===== config.mk =====
export PLATFORM = sky130hd
export DESIGN_NAME = ld_step_counter
export DESIGN_NICKNAME = d
export VERILOG_FILES = /design/src/rtl/ld_step_counter.sv
export SDC_FILE = /design/constraint.sdc
export NUM_CORES = 1
export LEC_CHECK = 0
export CAP_MARGIN = 15
export CORE_MARGIN = 2
export CORE_UTILIZATION = 30
export CTS_CLUSTER_DIAMETER = 150
export CTS_CLUSTER_SIZE = 12
export DETAILED_ROUTE_END_ITERATION = 12
export HOLD_SLACK_MARGIN = 0.06
export SYNTH_ARGS = -nofsm -noshare
export SYNTH_HDL_FRONTEND = slang
export SYNTH_SLANG_ARGS = --single-unit

===== constraint.sdc =====
create_clock -name clk -period 8.8 [get_ports clk]
set_clock_uncertainty 0.05 [all_clocks]
set_input_delay 1.76 -clock clk [delete_from_list [all_inputs] [get_ports clk]]
set_output_delay 1.76 -clock clk [all_outputs]
set_load 0.01 [all_outputs]

===== src/rtl/ld_step_counter.sv =====
// Loadable up/down step counter with wrap/saturate arithmetic and an autonomous
// countdown mode (IDLE/RUN) reporting busy and a one-cycle done pulse.
module ld_step_counter #(
    parameter int WIDTH    = 16,
    parameter int STEP     = 1,
    parameter bit SATURATE = 1'b0
) (
    input  logic             clk,
    input  logic             rst_n,
    input  logic             load,
    input  logic             start,
    input  logic             inc,
    input  logic             dec,
    input  logic [WIDTH-1:0] din,
    output logic [WIDTH-1:0] dout,
    output logic             zero,
    output logic             busy,
    output logic             done
);

    typedef enum logic {
        ST_IDLE = 1'b0,
        ST_RUN  = 1'b1
    } state_t;

    localparam logic [WIDTH:0] STEP_X = (WIDTH+1)'(STEP);

    state_t           r_state;
    logic [WIDTH-1:0] r_dout;
    logic             r_zero;
    logic             r_busy;
    logic             r_done;

    logic [WIDTH:0]   w_sum;
    logic [WIDTH:0]   w_diff;
    logic [WIDTH-1:0] w_inc_val;
    logic [WIDTH-1:0] w_dec_val;
    logic             w_tick_last;
    logic [WIDTH-1:0] w_dout_nxt;

    // One extra bit exposes carry/borrow for the saturate decision.
    assign w_sum       = {1'b0, r_dout} + STEP_X;
    assign w_diff      = {1'b0, r_dout} - STEP_X;
    assign w_inc_val   = (SATURATE && w_sum[WIDTH])  ? {WIDTH{1'b1}} : w_sum[WIDTH-1:0];
    assign w_dec_val   = (SATURATE && w_diff[WIDTH]) ? {WIDTH{1'b0}} : w_diff[WIDTH-1:0];
    assign w_tick_last = ({1'b0, r_dout} <= STEP_X);

    always_comb begin
        w_dout_nxt = r_dout;
        if (load || start) begin
            w_dout_nxt = din;
        end else if (r_state == ST_RUN) begin
            w_dout_nxt = w_tick_last ? {WIDTH{1'b0}} : w_diff[WIDTH-1:0];
        end else if (inc && !dec) begin
            w_dout_nxt = w_inc_val;
        end else if (dec && !inc) begin
            w_dout_nxt = w_dec_val;
        end
    end

    always_ff @(posedge clk or negedge rst_n) begin
        if (!rst_n) begin
            r_state <= ST_IDLE;
            r_dout  <= '0;
            r_zero  <= 1'b1;
            r_busy  <= 1'b0;
            r_done  <= 1'b0;
        end else begin
            r_dout <= w_dout_nxt;
            r_zero <= (w_dout_nxt == '0);
            r_done <= 1'b0;
            if (load) begin
                r_state <= ST_IDLE;
                r_busy  <= 1'b0;
            end else if (start) begin
                // A zero start completes immediately rather than entering RUN.
                if (din != '0) begin
                    r_state <= ST_RUN;
                    r_busy  <= 1'b1;
                end else begin
                    r_state <= ST_IDLE;
                    r_busy  <= 1'b0;
                    r_done  <= 1'b1;
                end
            end else if (r_state == ST_RUN && w_tick_last) begin
                r_state <= ST_IDLE;
                r_busy  <= 1'b0;
                r_done  <= 1'b1;
            end
        end
    end

    assign dout = r_dout;
    assign zero = r_zero;
    assign busy = r_busy;
    assign done = r_done;

endmodule


==> impl_metrics.json <==
{
  "status": "complete, no violations",
  "hold_end": "dout[15]",
  "synthCells": 243,
  "peakVddDrop_uv": 65.82,
  "die_x_um": 83.81,
  "viasPerCell": 6.127,
  "holdBufCountCts": 0,
  "max_stage_delay_ns": 0.81,
  "synth_flop_cell": "dfrtp_1",
  "boundaryPins": 41,
  "seq_area_frac_synth_pct": 24.95,
  "wl_per_cell_um": 19.17,
  "synth_area_per_cell_um2": 7.862,
  "final_common_cell": "clkdlybuf4s50_1",
  "critPathLaunchType": "primary input",
  "clock.fmax_mhz": 218.0,
  "gp_congestion": 0.9723,
  "cts_resized": 0,
  "row_count": 29,
  "cts.sinks": 19,
  "worstMarginPinSlew_ns": 1.135,
  "die_h_um": 83.81,
  "finalWirelength_mm": 6.632,
  "cpMaxStageDelayCell": "clkdlybuf4s50_1",
  "grt_usage_pct": 19.27,
  "yosys.area_share.simple_pct": 31.24,
  "io_buffers": 40,
  "fp.coreArea_um2": 6241,
  "critical_path_class": "in -> reg",
  "ys_warn_count": 0,
  "syn_to_final_growth_pct": 24.30,
  "drtIter0Drc": 268,
  "synth-compound-area-share_pct": 26.46,
  "crit_path_end_kind": "flip-flop",
  "cp.required_ns": 8.93,
  "timing.rr.start": "dout[0]",
  "grt_max_degree": 20,
  "min_path_type": "reg -> reg",
  "drive_gt1_share_pct": 5.576,
  "grt_pass1_wl_mm": 10.78,
  "synth_nets": 268,
  "final_hold_viol_count": 0,
  "yosysUniqueCellTypes": 62,
  "arrival_ns": 4.72,
  "syn-cell-area_um2": 1911,
  "htreeDepth": 1,
  "synth_edf_count": 0,
  "die-area_um2": 7023,
  "hpwl_mm": 4.988,
  "synth_top_family_by_area": "simple AND/OR/NAND/NOR gates",
  "rsz0062_at_grt": "false",
  "worst_slack_ns": 4.212,
  "antenna_found_initial": 0,
  "timing.final.crit_share_pct": 52.13,
  "path_max_fanout": 18,
  "cts_buffers": 3,
  "worst_r2r_endpoint": "zero",
  "crit_chain": "clkdlybuf4s50_1, nand3b_1, a2bb2o_1, mux2i_1, a31oi_1, or4_1, or4_1, nor4_2",
  "cpLargestDelayFamily": "simple AND/OR/NAND/NOR gates",
  "cts_root_buf": "clkbuf_8",
  "clk_latency_ns": 0.27,
  "overflow": 0,
  "cp_common_cell": "or4_1",
  "path_clk_slew_ns": 0.08,
  "dr.pass1.iters": 5,
  "slew_headroom_pct": 23.76,
  "drv_slew": 0,
  "diodes": 0,
  "ff2ff_path_depth": 9,
  "finalNetCount": 295,
  "synth_fa_ha_area_share_pct": 1.965,
  "grt_pass1_vias": 2005,
  "critPathBufInv": 1,
  "setup_tns_ns": 0,
  "post-route-min-period_ns": 4.588,
  "drc": 0,
  "clockBufferDepth": 2,
  "synth-async-reset-ratio_pct": 100.0,
  "r2r_slack_ns": 5.05,
  "min_from": "dout[15]",
  "synth-seq-cells": 19,
  "hold_depth": 2,
  "initial_core_util_pct": 30.61,
  "synth_xor_area_share_pct": 7.793,
  "drtAntennaViolNets": 0,
  "p_leak_nw": 0.8255,
  "powerDensity_nw_per_um2": 117.6,
  "cts_tree": "built",
  "num_vias": 2120,
  "synth_mux_area_share_pct": 0.5239,
  "crit_path_start": "inc",
  "fin_cells": 346,
  "pre_cts_ws_ns": 3.959,
  "finalSetupViolCount": 0,
  "layout_common_cells": "clkdlybuf4s50_1, nor2_1, nand2_1",
  "postCtsSetupBuffers": 0,
  "drv_cap": 0,
  "numPlacedInstances": 342
}
-- cells in the mapped netlist (2+ instances only) --
cell | number | share of area (%)
o31ai_1 | 3 | 1.2
and2_1 | 2 | 0.65
nor3b_1 | 2 | 0.79
o21ai_0 | 4 | 1.0
o21a_1 | 2 | 0.79
or3_1 | 3 | 0.98
buf_2 | 3 | 0.79
a221o_1 | 3 | 1.6
o2111ai_1 | 2 | 0.92
ha_1 | 3 | 2.0
a2bb2oi_1 | 2 | 0.92
nor4_4 | 2 | 2.2
xor2_1 | 4 | 1.8
nand2b_1 | 4 | 1.3
o311ai_1 | 2 | 0.92
inv_1 | 12 | 2.4
or4_1 | 4 | 1.6
nor2_1 | 27 | 5.3
xnor2_1 | 13 | 6.0
nand2_1 | 22 | 4.3
nand3_1 | 10 | 2.6
a21oi_1 | 10 | 2.6
nand4_1 | 6 | 2.0
o221ai_1 | 4 | 1.8
clkbuf_1 | 14 | 2.8
nand3b_1 | 4 | 1.6
a31oi_1 | 4 | 1.3
o211ai_1 | 5 | 2.0
a32oi_1 | 2 | 0.92
nand4b_1 | 2 | 0.92
nor4_1 | 10 | 3.3
nor3_1 | 4 | 1.0
dfrtp_1 | 18 | 24
a21o_1 | 3 | 1.2
-- per-stage QoR --
step | hold WS [ns] | utilization (%) | instance area, um^2 | total power [mW]
floorplan | 0.6551 | - | 1911 | 0.1715
global placement | 0.6598 | 37.31 | 2328 | 0.2157
detailed placement | 0.6625 | 37.31 | 2328 | 0.2148
CTS | 0.6741 | 38.05 | 2375 | 0.2793
global route | 0.7056 | 38.05 | 2375 | 0.2947
finish | 0.6758 | 38.05 | 2375 | 0.2792
-- how the worst max path moves through the flow --
| stage | to | depth (start not counted) | slack [ns] |
|---|---|---|---|
| global route | zero | 8 | 4.01 |
| CTS | zero | 8 | 4.24 |
| global placement | zero | 8 | 4.06 |
| floorplan | zero | 8 | 4.82 |
| detailed placement | zero | 8 | 3.96 |
| finish | zero | 8 | 4.21 |
-- report_power, final --
group / total, mW / switching, mW / internal (mW)
logic: 0.0972 / 0.0505 / 0.0467
registers: 0.118 / 0.0232 / 0.0944
clock network: 0.0644 / 0.0327 / 0.0316
-- kinds of logic after synthesis --
logic type | after synthesis
compound gates | 63
xor+xnor | 17
fa+ha+maj | 3
buf+inv | 32
flops | 19
mux | 1
simple gates | 108
-- flip-flops by register name, summed over array words and instances, names as in the netlist --
name	cells
zero	1
dout	16
busy	1
done	1
-- tightest hold or removal path, stage by stage (launching register included) --
cell     delay (ns)
dfrtp_1        0.44
xor2_1         0.09
a21o_1         0.16
-- layout make-up --
type | count | area [um^2]
clock buffers | 3 | 41.29
clock inverters | 1 | 5.005
fillers | 666 | 3866
inverters | 13 | 48.80
multi-input cells | 192 | 1299
flip-flops and latches | 19 | 476.7
well taps | 77 | 96.34
repair buffers | 41 | 407.9
-- layer usage --
metal | share of wire (%) | track usage, %
met2 | 47 | 30.47
met3 | 7.5 | 2.868
met5 | 0 | 0
met4 | 2.9 | 8.358
met1 | 43 | 26.08
No activity file was read; power rests on OpenSTA's default activity.
